<file path="src/rtl/regfile_mux_param.sv">
// Multi-port register file: one synchronous write port, NREAD registered read ports, entry 0 reads zero.
// Build option: define REGFILE_BYPASS_EN for write-first collisions; otherwise reads on a collision return the old value.
module regfile_mux_param #(
    parameter int WIDTH  = 32,
    parameter int DEPTH  = 32,
    parameter int ADDR_W = 5,
    parameter int NREAD  = 2
) (
    input  logic                    clk,
    input  logic                    reset,
    input  logic                    wr_en,
    input  logic [ADDR_W-1:0]       wr_addr,
    input  logic [WIDTH-1:0]        wr_data,
    input  logic [NREAD-1:0]        rd_en,
    input  logic [NREAD*ADDR_W-1:0] rd_addr,
    output logic [NREAD*WIDTH-1:0]  rd_data,
    output logic [NREAD-1:0]        rd_valid
);

    localparam int IDX_W = (DEPTH > 1) ? $clog2(DEPTH) : 1;
    // One extra bit so that DEPTH == 2**ADDR_W is still representable.
    localparam logic [ADDR_W:0] DEPTH_C = (ADDR_W+1)'(DEPTH);

    logic [WIDTH-1:0]       mem_q [DEPTH];
    logic [WIDTH-1:0]       mem_d [DEPTH];
    logic [NREAD*WIDTH-1:0] rd_data_q, rd_data_d;
    logic [NREAD-1:0]       rd_valid_q, rd_valid_d;
    logic                   wr_hit;

    function automatic logic addr_live(input logic [ADDR_W-1:0] addr);
        return (addr != '0) && ({1'b0, addr} < DEPTH_C);
    endfunction

    always_comb begin
        wr_hit = wr_en && addr_live(wr_addr);
    end

    always_comb begin
        mem_d = mem_q;
        if (wr_hit) begin
            mem_d[IDX_W'(wr_addr)] = wr_data;
        end
        mem_d[0] = '0;
    end

    always_comb begin : read_sel
        logic [ADDR_W-1:0] ra;
        logic [WIDTH-1:0]  sel;
        ra         = '0;
        sel        = '0;
        rd_data_d  = rd_data_q;
        rd_valid_d = '0;
        for (int p = 0; p < NREAD; p++) begin
            ra  = rd_addr[p*ADDR_W +: ADDR_W];
            sel = '0;
            if (addr_live(ra)) begin
                sel = mem_q[IDX_W'(ra)];
`ifdef REGFILE_BYPASS_EN
                if (wr_hit && (ra == wr_addr)) begin
                    sel = wr_data;
                end
`endif
            end
            if (rd_en[p]) begin
                rd_valid_d[p]                = 1'b1;
                rd_data_d[p*WIDTH +: WIDTH]  = sel;
            end
        end
    end

    always_ff @(posedge clk) begin
        if (reset) begin
            mem_q      <= '{default: '0};
            rd_data_q  <= '0;
            rd_valid_q <= '0;
        end else begin
            mem_q      <= mem_d;
            rd_data_q  <= rd_data_d;
            rd_valid_q <= rd_valid_d;
        end
    end

    assign rd_data  = rd_data_q;
    assign rd_valid = rd_valid_q;

endmodule
</file>
<file path="config.mk">
export PLATFORM = sky130hd
export DESIGN_NAME = regfile_mux_param
export DESIGN_NICKNAME = d
export VERILOG_FILES = /design/src/rtl/regfile_mux_param.sv
export SDC_FILE = /design/constraint.sdc
export NUM_CORES = 2
export LEC_CHECK = 0
export ABC_AREA = 1
export BUFFER_PORTS_ARGS = -buffer_cell sky130_fd_sc_hd__buf_2
export CAP_MARGIN = 30
export CORE_MARGIN = 3
export CORE_UTILIZATION = 30
export CTS_BUF_LIST = sky130_fd_sc_hd__clkbuf_16
export CTS_CLUSTER_DIAMETER = 30
export DETAILED_ROUTE_END_ITERATION = 6
export PLACE_DENSITY = 0.49
export SYNTH_ARGS = -nofsm -noshare
export SYNTH_HDL_FRONTEND = slang
export SYNTH_SLANG_ARGS = --single-unit
</file>
<file path="constraint.sdc">
create_clock -name clk -period 2.9 [get_ports clk]
set_input_delay 0 -clock clk [delete_from_list [all_inputs] [get_ports clk]]
set_output_delay 0 -clock clk [all_outputs]
set_load 0.01 [all_outputs]
</file>
# Yosys cells after proc, flatten, opt, wreduce, memory -nomap -nowiden
# Cells that the tools add are included.
# Widths: inputs -> output; s select.
op_classes:
  addsub: 0
  n_mul: 0
  div: 0
  magnitude_cmp: 4
  n_eq_ne: 0
  n_shift: 0
  muxes: 13
  bitwise: 3
  reduce_logical: 5
op_table:
  columns: ["cell", "n"]
  rows:
  - ["$bwmux 1024", 1]
  - ["$bmux 32 s5", 2]
  - ["$mux 32", 7]
  - ["$demux 32 s5", 1]
  - ["$ge 6x6->1 const B", 3]
  - ["$not 5->6", 3]
  - ["$reduce_bool 5->1", 3]
  - ["$lt 6x1->1 const B", 1]
  - ["$logic_and 1x1->1", 2]
  - ["$mux 1", 2]
totals:
  register_bits: 1058
  latchBits: 0
  mem_bits_rw: 0
  mem_bits_ro: 0
  out_inout_bits: 66
  wordCells: 59
  mem_count: 0

# Longest topological paths before layout
logic_depth:
  ltp_word: 6
  depth_mapped: 12

# Worst setup path after synthesis
# Ideal clock, no wire load.
synth_path:
  path_kind: "input -> register"
  from: "input rd_addr[5]"
  to: "register rd_data_q[43], in the netlist rd_data[43]"
  setup_time_ns: 0.132
  arrival_ns: 1.112
  required_ns: 2.768
  path_slack_ns: 1.656
  cell_stages: 11
  path_buffers: 3
  cell_sequence: "buf_2 inv_2 buf_2 clkbuf_1 nand2_1 nand3_1 nand3_1 nand3_1 nand3_1 nand3_1 a21oi_1"
synth_via:
  elab_chain_len: 5
  elab_cells_between_ends: 6
  classes_between: "4 x mux; 1 x bitwise; 1 x reduce/logical"
synth_lines:
  columns: ["element", "line", "source"]
  rows:
  - ["from (decl)", "15", "input logic [NREAD*ADDR_W-1:0] rd_addr,"]
  - ["$not 5->6 (not written as such)", "57", "sel = mem_q[IDX_W'(ra)];"]
  - ["$bmux 32 s5", "57", null]
  - ["$mux 32 (not written as such) (2 in a row)", "57", null]
  - ["$mux 32 *", "56", "if (addr_live(ra)) begin"]
  - ["to (signal assigned)", "78", "rd_data_q <= rd_data_d;"]
  - ["to (decl)", "26", "logic [NREAD*WIDTH-1:0] rd_data_q, rd_data_d;"]
# Mark *: on every way between the ends. The rest lies on a longest branch, timed or not. The select of a mux whose other input is x is not followed.
# A chain may end at the register's enable or synchronous reset.

# Worst setup path in the final report
layout_path:
  from: "input wr_addr[0]"
  to: "register mem_q[189] in the netlist's numbering"
layout_via:
  elab_chain_len: 6
  elab_cells_between_ends: 9
  classes_between: "2 x order compare; 3 x mux; 1 x bitwise; 3 x reduce/logical"
layout_lines:
  columns: ["element", "line", "source"]
  rows:
  - ["from (decl)", "12", "input logic [ADDR_W-1:0] wr_addr,"]
  - ["$not 5->6 (not written as such)", "41", "mem_d[IDX_W'(wr_addr)] = wr_data;"]
  - ["$ge 6x6->1 (not written as such) or $lt 6x1->1 (tied branches)", "41", null]
  - ["$logic_and 1x1->1 (not written as such)", "41", null]
  - ["$mux 32 (not written as such)", "41", null]
  - ["$demux 32 s5", "41", null]
  - ["$bwmux 1024", "41", null]
  - ["to (signal assigned)", "77", "mem_q <= mem_d;"]
  - ["to (decl)", "24", "logic [WIDTH-1:0] mem_q [DEPTH];"]
# Parallel ways exist; a longest one is shown, timed or not.

==> impl_metrics.yaml <==
setup_path:
  r2r-end: "rd_data[29]"
  start_kind: "input pin"
  cp-end-kind: "flop"
  r2r_slack_ns: 0.50
  crit_chain: "dlygate4sd3_1 > buf_2 > inv_1 > nand3_2 > dlygate4sd3_1 > nor2_4 > inv_2 > buf_4 > nor2_1 > a211oi_1"
  crit_required_ns: 3.69
  reg2regPathDepth: 8
  crit_path_max_incr_delay_ns: 0.91
  critPathMostFrequentCell: "dlygate4sd3_1"
  crit_slowest_cell: "dlygate4sd3_1"
  critical_path_peak_fanout: 24
  reg2reg_from: "mem_q[189]"
  worstPathArrival_ns: 3.30
  worstSetupPathType: "in -> reg"
synthesis:
  synthesis.area_sq_um: 57300
  yosysSeqAreaShare: 0.370
  netlist.area_leader.share: 0.370
  yosys_warnings: 0
  avgSynthCellArea_sq_um: 6.23
  synth_cell_types: 21
  synth_cells: 9195
  syn_nets: 9247
  yosys.area.top_type: "dfxtp_1"
  synth.area.top_cells: "dfxtp_1 (37%), nand2_1 (21%), nand3_1 (10%)"
  synth_seq_cells: 1058
floorplan:
  rows: 159
  io_pins: 118
  die_y_um: 443
  coreArea_sq_um: 189000
  start_util: 0.303
  die-area_sq_um: 196000
  fp.dieW_um: 443
clock_tree:
  cts-hold-fix-buffers: 59
  htreeDepth: 5
  cts_tree: "built"
  clkTransAtPathRegs_ns: 0.05
  cts_buffers: 307
  ctsResizeCount: 0
  cts_setup_buffers: 0
  clock_path_buffers: 4
  worstSkewPairLatency_ns: 0.91
  cts_sinks: 1058
  cts_root_buf: "clkbuf_16"
power:
  cellLeakagePower_nw: 28.5
  p_sw_frac: 0.254
  power_frac_clock: 0.630
  seqPwrFrac: 0.281
  internal_power_mw: 39.8
  ir_drop_uv: 396
  p_sw_mw: 13.6
  powerDensity_nw_per_um2: 748
  power_mw: 53.3
  power_frac_comb: 0.089
global_routing:
  grt.total_usage: 0.271
  grt_start_max_net_pins: 159
  global_route.overflow_total: 0
  grt_pass1_vias: 59400
  grt_pass1_wl_um: 403000
  antenna_found_initial: 26
layout:
  drive_above_1_share: 0.0919
  fillers: 19700
  nets: 9133
  fin_util: 0.378
  final_cell_mix: "nand2_1 (3158), nand3_1 (1173), dfxtp_1 (1058), nor2_1 (899), inv_1 (672)"
  regArea_sq_um: 21200
  multi_input_area_sq_um: 30300
  syn2layout_area_growth_pct: 24.6
  final_common_cell: "nand2_1"
routing:
  vias_per_cell: 5.36
  drt_first_pass_iters: 5
  drt_iter0_drc: 7150
  ant_nets: 0
  routed_wl_um: 276000
  drc_errors: 0
  wire_per_inst_um: 23.3
  num_vias: 63300
sta:
  setup_violations: 0
  fin_skew_ns: 0.0503
  tightest_slew_ns: 0.988
  min_period_over_period: 0.866
  grt_setup_unrepaired: "false"
  hold_slack_ns: 0.0665
  min_period_ns: 2.51
  final-hold-violation-count: 0
  fmax_mhz: 398
  final.setup.tns_ns: 0
  slew_headroom: 0.341
  drv_slew: 0
worst_hold_path:
  hold_depth: 3
  worst_hold_startpoint: "reset"
  hp-class: "in -> reg"
  hold_path_end: "mem_q[801]"
placed_design:
  gp_congestion: 0.922
  portBuffers: 117
  place_hpwl_um: 159000
status:
  status: "complete, no violations"
job:
  cap_violations: 0
-- worst max-delay path by stage --
stage / startpoint / depth (start not counted) / slack [ns] / endpoint
floorplan: rd_addr[5] / 11 / 1.66 / rd_data[43]
global placement: rd_addr[0] / 9 / 0.41 / rd_data[29]
detailed placement: rd_addr[0] / 9 / 0.48 / rd_data[29]
CTS: wr_addr[0] / 10 / 0.58 / mem_q[189]
global route: wr_addr[0] / 10 / 0.43 / mem_q[189]
finish: wr_addr[0] / 10 / 0.39 / mem_q[189]
-- routing by layer --
metal	up-vias	GRT usage	routed length, um
li1	29800	-	-
met1	29600	0.349	114000
met2	3132	0.422	121000
met3	773	0.0454	22600
met4	4	0.170	18200
met5	-	0	25
-- power by group through the flow --
stage                     combinational (mW)  sequential [mW]  clock (mW)
after floorplan                         2.64             15.2           0
after global placement                  4.52             15.2           0
after detailed placement                4.52             15.2           0
after CTS                               4.61             15.0        33.9
after global routing                    5.02             15.0        34.8
final                                   4.73             15.0        33.6
-- through the flow --
step                cells  worst slack, ns  cell area (sq um)
finish              11800            0.388              71300
global route        11800            0.430              71300
CTS                 11800            0.583              71300
detailed placement  11200            0.479              60500
global placement    11200            0.410              60500
floorplan            9195             1.66              57300
-- flip-flops by register name (all words and copies together), names as in the netlist --
name      flops
mem_q       992
rd_data      64
rd_valid      2
-- kinds of logic (layout without fill, tap and decap cells) --
logic type             count (synthesis)  after routing  synth area share
flip-flops                          1058           1058             0.370
AO/OA/AOI/OAI                       1368           1368             0.155
AND/OR/NAND/NOR                     5260           5260             0.371
other                                  0             17                 0
buffers and inverters               1509           1615             0.104
-- worst max-delay path, delay by kind of cell --
family / cells / cell delay [ns]
buffers and inverters: 6 / 2.69
AND/OR/NAND/NOR: 3 / 0.37
AO/OA/AOI/OAI: 1 / 0.22
-- cells in the mapped netlist --
cell,instances
a21oi_1,553
nor2_1,905
inv_2,32
buf_2,211
buf_1,103
clkbuf_1,510
o211ai_1,186
inv_1,650
buf_4,1
nand3_1,1173
nand4_1,2
nor2_4,2
o21ai_0,2
nand3_2,1
nor2_2,9
nor3_1,8
a211oi_1,626
dfxtp_1,1058
nand2_1,3160
clkinv_1,2
a211oi_2,1
-- cell type report --
cell class / instances / area share
sequential: 1058 / 0.297
multi-input combinational: 6628 / 0.424
antenna: 17 / 0.000596
inverter: 684 / 0.0365
timing repair buffer: 402 / 0.0553
tap: 2495 / 0.0438
clock inverter: 215 / 0.0327
clock buffer: 314 / 0.110
(Power assumes the default switching activity.)
